===== src/rtl/cory_pair_seq_pkg.sv =====
// Shared definitions for the pair sequencer family: slot-state encoding
// and the padding constant used for the empty high half of a flushed word.
package cory_pair_seq_pkg;

    // Which half of the pair is being filled next
    typedef enum logic {
        S_LO = 1'b0,   // low slot empty
        S_HI = 1'b1    // low word held, waiting for the high word
    } pair_state_e;

    // Bit value replicated into the high half of a lone flushed word
    localparam logic PAD_BIT = 1'b0;

    // Even parity of a pair, handy for downstream integrity checks
    function automatic logic pair_parity(input logic [63:0] word);
        return ^word;
    endfunction

endpackage


===== src/rtl/cory_pair_oreg.sv =====
// Single-entry output register with pass-through ready. A load sets valid
// and captures data/pad; a drain without a load clears valid; a drain and a
// load in the same cycle keep valid high with the new contents.
module cory_pair_oreg #(
    parameter int W = 32
) (
    input  logic         clk,
    input  logic         reset,
    input  logic         load,
    input  logic [W-1:0] load_d,
    input  logic         load_pad,
    input  logic         z_r,
    output logic         z_v,
    output logic [W-1:0] z_d,
    output logic         z_pad,
    output logic         in_r
);

    logic drn_s;

    // Upstream may write whenever the entry is empty or leaving this cycle
    assign in_r  = !z_v | z_r;
    assign drn_s = z_v & z_r;

    // Output entry: load wins over drain so back-to-back pairs have no bubble
    always_ff @(posedge clk or posedge reset) begin
        if (reset) begin
            z_v   <= 1'b0;
            z_d   <= {W{1'b0}};
            z_pad <= 1'b0;
        end else if (load) begin
            z_v   <= 1'b1;
            z_d   <= load_d;
            z_pad <= load_pad;
        end else if (drn_s) begin
            z_v   <= 1'b0;
        end else begin
            z_v   <= z_v;
        end
    end

endmodule


===== src/rtl/cory_pair_seq.sv =====
// Pair sequencer: packs consecutive words of one valid/ready stream into
// registered 2N-bit pairs (first word low). A word tagged last that arrives
// with the low slot empty is emitted alone with a zero high half.
// Optional build macro CORY_PAIR_SEQ_STAT_EN adds saturating counters of
// loads (o_stat_pair) and padded loads (o_stat_pad).
module cory_pair_seq
    import cory_pair_seq_pkg::*;
#(
    parameter int N = 16,
    parameter int Z = 2*N
`ifdef CORY_PAIR_SEQ_STAT_EN
    ,
    parameter int STAT_W = 16
`endif
) (
    input  logic          clk,
    input  logic          reset,
    input  logic          i_a_v,
    input  logic [N-1:0]  i_a_d,
    input  logic          i_a_last,
    output logic          o_a_r,
    output logic          o_z_v,
    output logic [Z-1:0]  o_z_d,
    output logic          o_z_pad,
    input  logic          i_z_r
`ifdef CORY_PAIR_SEQ_STAT_EN
    ,
    output logic [STAT_W-1:0] o_stat_pair,
    output logic [STAT_W-1:0] o_stat_pad
`endif
);

    pair_state_e  state_r;
    logic [N-1:0] hold_r;
    logic         acc_s;
    logic         load_s;
    logic [Z-1:0] load_d_s;
    logic         load_pad_s;

    assign acc_s = i_a_v & o_a_r;

    // Decide whether the accepted word completes a pair or a lone flush
    always_comb begin
        load_s     = 1'b0;
        load_d_s   = {Z{1'b0}};
        load_pad_s = 1'b0;
        if (acc_s) begin
            case (state_r)
                S_LO: begin
                    if (i_a_last) begin
                        load_s     = 1'b1;
                        load_d_s   = {{N{PAD_BIT}}, i_a_d};
                        load_pad_s = 1'b1;
                    end else begin
                        load_s     = 1'b0;
                    end
                end
                S_HI: begin
                    load_s     = 1'b1;
                    load_d_s   = {i_a_d, hold_r};
                    load_pad_s = 1'b0;
                end
                default: begin
                    load_s     = 1'b0;
                end
            endcase
        end else begin
            load_s = 1'b0;
        end
    end

    // Slot state and held low word; the hold is left as-is after an emit
    always_ff @(posedge clk or posedge reset) begin
        if (reset) begin
            state_r <= S_LO;
            hold_r  <= {N{1'b0}};
        end else if (acc_s) begin
            case (state_r)
                S_LO: begin
                    if (!i_a_last) begin
                        hold_r  <= i_a_d;
                        state_r <= S_HI;
                    end else begin
                        state_r <= S_LO;
                    end
                end
                S_HI: begin
                    state_r <= S_LO;
                end
                default: begin
                    state_r <= S_LO;
                end
            endcase
        end else begin
            state_r <= state_r;
        end
    end

    cory_pair_oreg #(.W(Z)) u_oreg (
        .clk      (clk),
        .reset    (reset),
        .load     (load_s),
        .load_d   (load_d_s),
        .load_pad (load_pad_s),
        .z_r      (i_z_r),
        .z_v      (o_z_v),
        .z_d      (o_z_d),
        .z_pad    (o_z_pad),
        .in_r     (o_a_r)
    );

`ifdef CORY_PAIR_SEQ_STAT_EN
    // Increment that sticks at all-ones instead of wrapping
    function automatic logic [STAT_W-1:0] sat_inc(input logic [STAT_W-1:0] v);
        if (v == {STAT_W{1'b1}}) begin
            return v;
        end else begin
            return v + {{(STAT_W-1){1'b0}}, 1'b1};
        end
    endfunction

    // Load and padded-load counters
    always_ff @(posedge clk or posedge reset) begin
        if (reset) begin
            o_stat_pair <= {STAT_W{1'b0}};
            o_stat_pad  <= {STAT_W{1'b0}};
        end else if (load_s) begin
            o_stat_pair <= sat_inc(o_stat_pair);
            if (load_pad_s) begin
                o_stat_pad <= sat_inc(o_stat_pad);
            end else begin
                o_stat_pad <= o_stat_pad;
            end
        end else begin
            o_stat_pair <= o_stat_pair;
        end
    end
`endif

`ifdef SIM
`ifdef CORY_MON
    cory_monitor #(.W(Z)) u_mon (
        .clk   (clk),
        .reset (reset),
        .v     (o_z_v),
        .r     (i_z_r),
        .d     (o_z_d)
    );
`endif
`endif

endmodule


===== config.mk =====
export PLATFORM = sky130hd
export DESIGN_NAME = cory_pair_seq
export DESIGN_NICKNAME = d
export VERILOG_FILES = /design/src/rtl/cory_pair_seq_pkg.sv /design/src/rtl/cory_pair_oreg.sv /design/src/rtl/cory_pair_seq.sv
export SDC_FILE = /design/constraint.sdc
export NUM_CORES = 1
export LEC_CHECK = 0
export CELL_PAD_IN_SITES_DETAIL_PLACEMENT = 0
export CELL_PAD_IN_SITES_GLOBAL_PLACEMENT = 1
export CORE_MARGIN = 1.5
export CORE_UTILIZATION = 41
export CTS_CLUSTER_DIAMETER = 120
export CTS_CLUSTER_SIZE = 28
export DETAILED_ROUTE_END_ITERATION = 10
export GPL_TIMING_DRIVEN = 0
export HOLD_SLACK_MARGIN = 0.05
export PLACE_DENSITY_LB_ADDON = 0.1
export SLEW_MARGIN = 20
export SYNTH_ARGS = -nofsm -noshare
export SYNTH_HDL_FRONTEND = slang
export SYNTH_SLANG_ARGS = --single-unit

===== constraint.sdc =====
create_clock -name clk -period 2.9 [get_ports clk]
set_input_delay 0.58 -clock clk [delete_from_list [all_inputs] [get_ports clk]]
set_output_delay 0.58 -clock clk [all_outputs]
set_load 0.01 [all_outputs]

==> summary.md <==
| Metric | Value |
|---|---|
| Status | `complete, no violations` |
| Clock Skews | `0.00788 ns` |
| Design Power | `2400 uW` |
| Reg-to-reg slack, setup | `1.42 ns` |
| Synth warn | `0` |
| Post-cts gate resize count | `0` |
| Leak | `0.00128 uW` |
| Logic pwr share | `0.365` |
| Max clock buf depth | `2` |
| M2 GR Usage | `0.329` |
| Largest net degree at the start of global routing | `28` |
| Synth Net Count | `182` |
| Hold Buf Count CTS | `0` |
| Met1 usage | `0.275` |
| Vias per inst | `5.39` |
| Pre-antenna DRT Iters | `4` |
| Detail Route Antenna Nets | `0` |
| Drt wl/cell | `17.9 um` |
| Yosys top cell by area | `dfrtp_1` |
| Final HPWL DP | `3680 um` |
| WHS | `0.499 ns` |
| Register cell area after layout | `0.00128 mm^2` |
| Register share of total power | `0.449` |
| Prevailing post-synth register cell | `dfrtp_1` |
| Drt drc | `0` |
| IO Port Bufs | `55` |
| Register bit count reported by yosys | `51` |
| CP Capture Type | `primary output` |
| Area grow syn2layout | `34.8%` |
| Worst hold path startpoint | `u_oreg.z_d[6]$_DFFE_PP0P_` |
| Avg Cell Area, Syn | `13.5 um^2` |
| Final period utilization | `0.846` |
| PwrDens | `817 mW/mm^2` |
| IO Pins | `56` |
| Number of synthesized flops with an enable pin | `0` |
| Initial Util | `0.426` |
| Congestion Overflow GR | `0` |
| Max Cap Violations | `0` |
| Final setup fails | `0` |
| Clock-pin slew of the registers on the worst-case setup and hold paths | `0.08 ns` |
| Post-CTS setup buffers | `0` |
| RSZ-0062 raised after global routing | `false` |
| Internal Pwr Total | `1700 uW` |
| Worst EP arrival | `1.87 ns` |
| Critical Path Start Type | `input pin` |
| Row count | `26` |
| Area of the multi-input gates | `805 um^2` |
| Ant diodes | `0` |
| CTS Buf Count | `5` |
| Worst Hold Depth | `1` |
| Fmax | `407 MHz` |
| Initial antenna violation count | `0` |
| Reg2reg path depth | `5` |
| Minimum clock period | `2.45 ns` |
| HP Class | `register to register` |
| Net Sw Frac | `0.293` |
| Reg-to-Reg End | `hold_r[2]$_DFFE_PP0P_` |
| Clk sinks | `51` |
| Synth area leaders | `dfrtp_1 59%, mux2_4 6.9%, a22o_1 6.4%` |
| Fin. Hold Viols | `0` |
| Maximum fanout along the worst path | `7` |
| Clk pwr share | `0.185` |
| FF-to-FF Start | `u_oreg.z_v$_DFFE_PP0P_` |
| GR Util met3 | `0.0450` |
| Ys async rst share | `1.00` |
| Routability congestion estimate from global placement | `0.753` |
| First-pass GRT wire length | `8650 um` |
| DIE WIDTH | `75.9 um` |
| Die H | `75.9 um` |
| Mapped Area | `0.00218 mm^2` |
| Switching pwr | `701 uW` |
| Drt total wl | `5270 um` |
| Post-synth top area share | `0.586` |
| H-tree depth | `2` |
| Hold Path End | `u_oreg.z_d[6]$_DFFE_PP0P_` |
| WP data required | `2.32 ns` |
| DRT iter0 DRCs | `117` |
| Core Region | `0.00511 mm^2` |
| Number of max-slew violations in the final report | `0` |
| Setup tns final | `0 ns` |
| Via count | `1589` |
| Mapped Cells | `161` |
| Crit Path Class | `input pin to primary output` |
| Vias in the first global route | `1658` |
| Fin nets | `245` |
| Worst Max-Slew Pin Slew | `0.577 ns` |
| Max-slew headroom | `0.615` |
| Tot GR Track Use | `0.206` |
| Sequential area share after synthesis | `0.586` |
| Share of layout cells above drive strength 1 | `0.173` |
| Yosys cell types | `24` |
| Clk_lat worst skew | `0.30 ns` |
| Die area | `0.00576 mm^2` |
| Peak VDD IR | `365 uV` |
| Gr busiest metal | `met2` |
| CTS tree | `yes` |
| CTS root buffer | `clkbuf_8` |
| Layout filler cell count | `446` |
-- routing by layer --
metal | wire, um | part of all wire
met4 | 70 | 0.013
met1 | 2340 | 0.44
met3 | 223 | 0.042
met5 | 0 | 0
met2 | 2630 | 0.50
-- through the flow --
| step | cells | worst slack, ns | utilization | instance area (um^2) |
|---|---|---|---|---|
| floorplan | 161 | 1.09 | - | 2180 |
| finish | 295 | 0.446 | 0.575 | 2940 |
| global route | 295 | 0.385 | 0.575 | 2940 |
| CTS | 295 | 0.439 | 0.575 | 2940 |
| global placement | 286 | 0.184 | 0.551 | 2820 |
| detailed placement | 287 | 0.441 | 0.555 | 2840 |
-- final cells by class --
type	count	area share
flip-flops and latches	51	0.435
multi-input cells	92	0.274
repair buffers	56	0.194
clock buffers	8	0.0341
well taps	70	0.0298
plain buffers	11	0.0239
inverters	7	0.00895
-- critical path, cell delays in order --
cell	delay [ns]
clkdlybuf4s50_1	0.53
nor2b_4	0.07
inv_2	0.13
clkdlybuf4s50_1	0.57
-- state kept, by name, summed over array words and instances (netlist names) --
register      cells
hold_r           16
state_r           1
u_oreg.z_d       32
u_oreg.z_pad      1
u_oreg.z_v        1
-- cells by family (layout without fill, tap and decap cells) --
| family | after synthesis | count (layout) | share of synthesized area |
|---|---|---|---|
| and+or+nand+nor | 26 | 26 | 0.0816 |
| DFF | 51 | 51 | 0.586 |
| muxes | 16 | 16 | 0.100 |
| buffers and inverters | 18 | 82 | 0.0442 |
| AOI/OAI and AO/OA | 50 | 50 | 0.188 |
-- worst max-delay path by stage --
stage / slack (ns) / cells past startpoint / endpoint / startpoint
after floorplan: 1.09 / 1 / hold_r[0]$_DFFE_PP0P_ / reset
after CTS: 0.44 / 4 / o_a_r / i_z_r
after detailed placement: 0.44 / 4 / o_a_r / i_z_r
after global placement: 0.18 / 2 / u_oreg.z_d[23]$_DFFE_PP0P_ / reset
final: 0.45 / 4 / o_a_r / i_z_r
after global routing: 0.39 / 4 / o_a_r / i_z_r
-- power by group through the flow --
stage | Sequential, uW | Clock, uW | Combinational (uW)
floorplan | 1130 | 0 | 398
finish | 1080 | 444 | 875
global route | 1110 | 480 | 958
detailed placement | 1090 | 0 | 881
global placement | 1070 | 0 | 864
CTS | 1080 | 456 | 887
-- cells in the final DEF (no fill, tap or decap) --
| cell type | Yosys | layout |
|---|---|---|
| clkdlybuf4s50_1 | 0 | 55 |
| dfrtp_1 | 51 | 51 |
| a22o_1 | 16 | 16 |
| a31oi_1 | 13 | 13 |
| and2_1 | 12 | 12 |
| o2bb2ai_1 | 12 | 12 |
| mux2_4 | 10 | 10 |
| clkbuf_8 | 0 | 7 |
| mux2_2 | 6 | 6 |
| buf_2 | 5 | 5 |
| inv_1 | 6 | 5 |
| clkbuf_1 | 3 | 4 |
| nand2b_1 | 4 | 4 |
| o32ai_1 | 4 | 4 |
| a221o_1 | 4 | 4 |
| buf_6 | 3 | 3 |
| nand2_1 | 3 | 3 |
| inv_2 | 1 | 2 |
| nor2b_4 | 1 | 1 |
| or2_4 | 1 | 1 |
| nand3_1 | 1 | 1 |
| and3_4 | 1 | 1 |
| nor2_2 | 1 | 1 |
| nand3_4 | 1 | 1 |
| nor2_1 | 1 | 1 |
| a21boi_1 | 1 | 1 |
| buf_12 | 0 | 1 |
-- cell usage after synthesis (3+ instances only) --
cell / instances
a221o_1: 4
a22o_1: 16
a31oi_1: 13
and2_1: 12
buf_2: 5
buf_6: 3
clkbuf_1: 3
dfrtp_1: 51
inv_1: 6
mux2_2: 6
mux2_4: 10
nand2_1: 3
nand2b_1: 4
o2bb2ai_1: 12
o32ai_1: 4
Power figures use the tool's default switching activity.
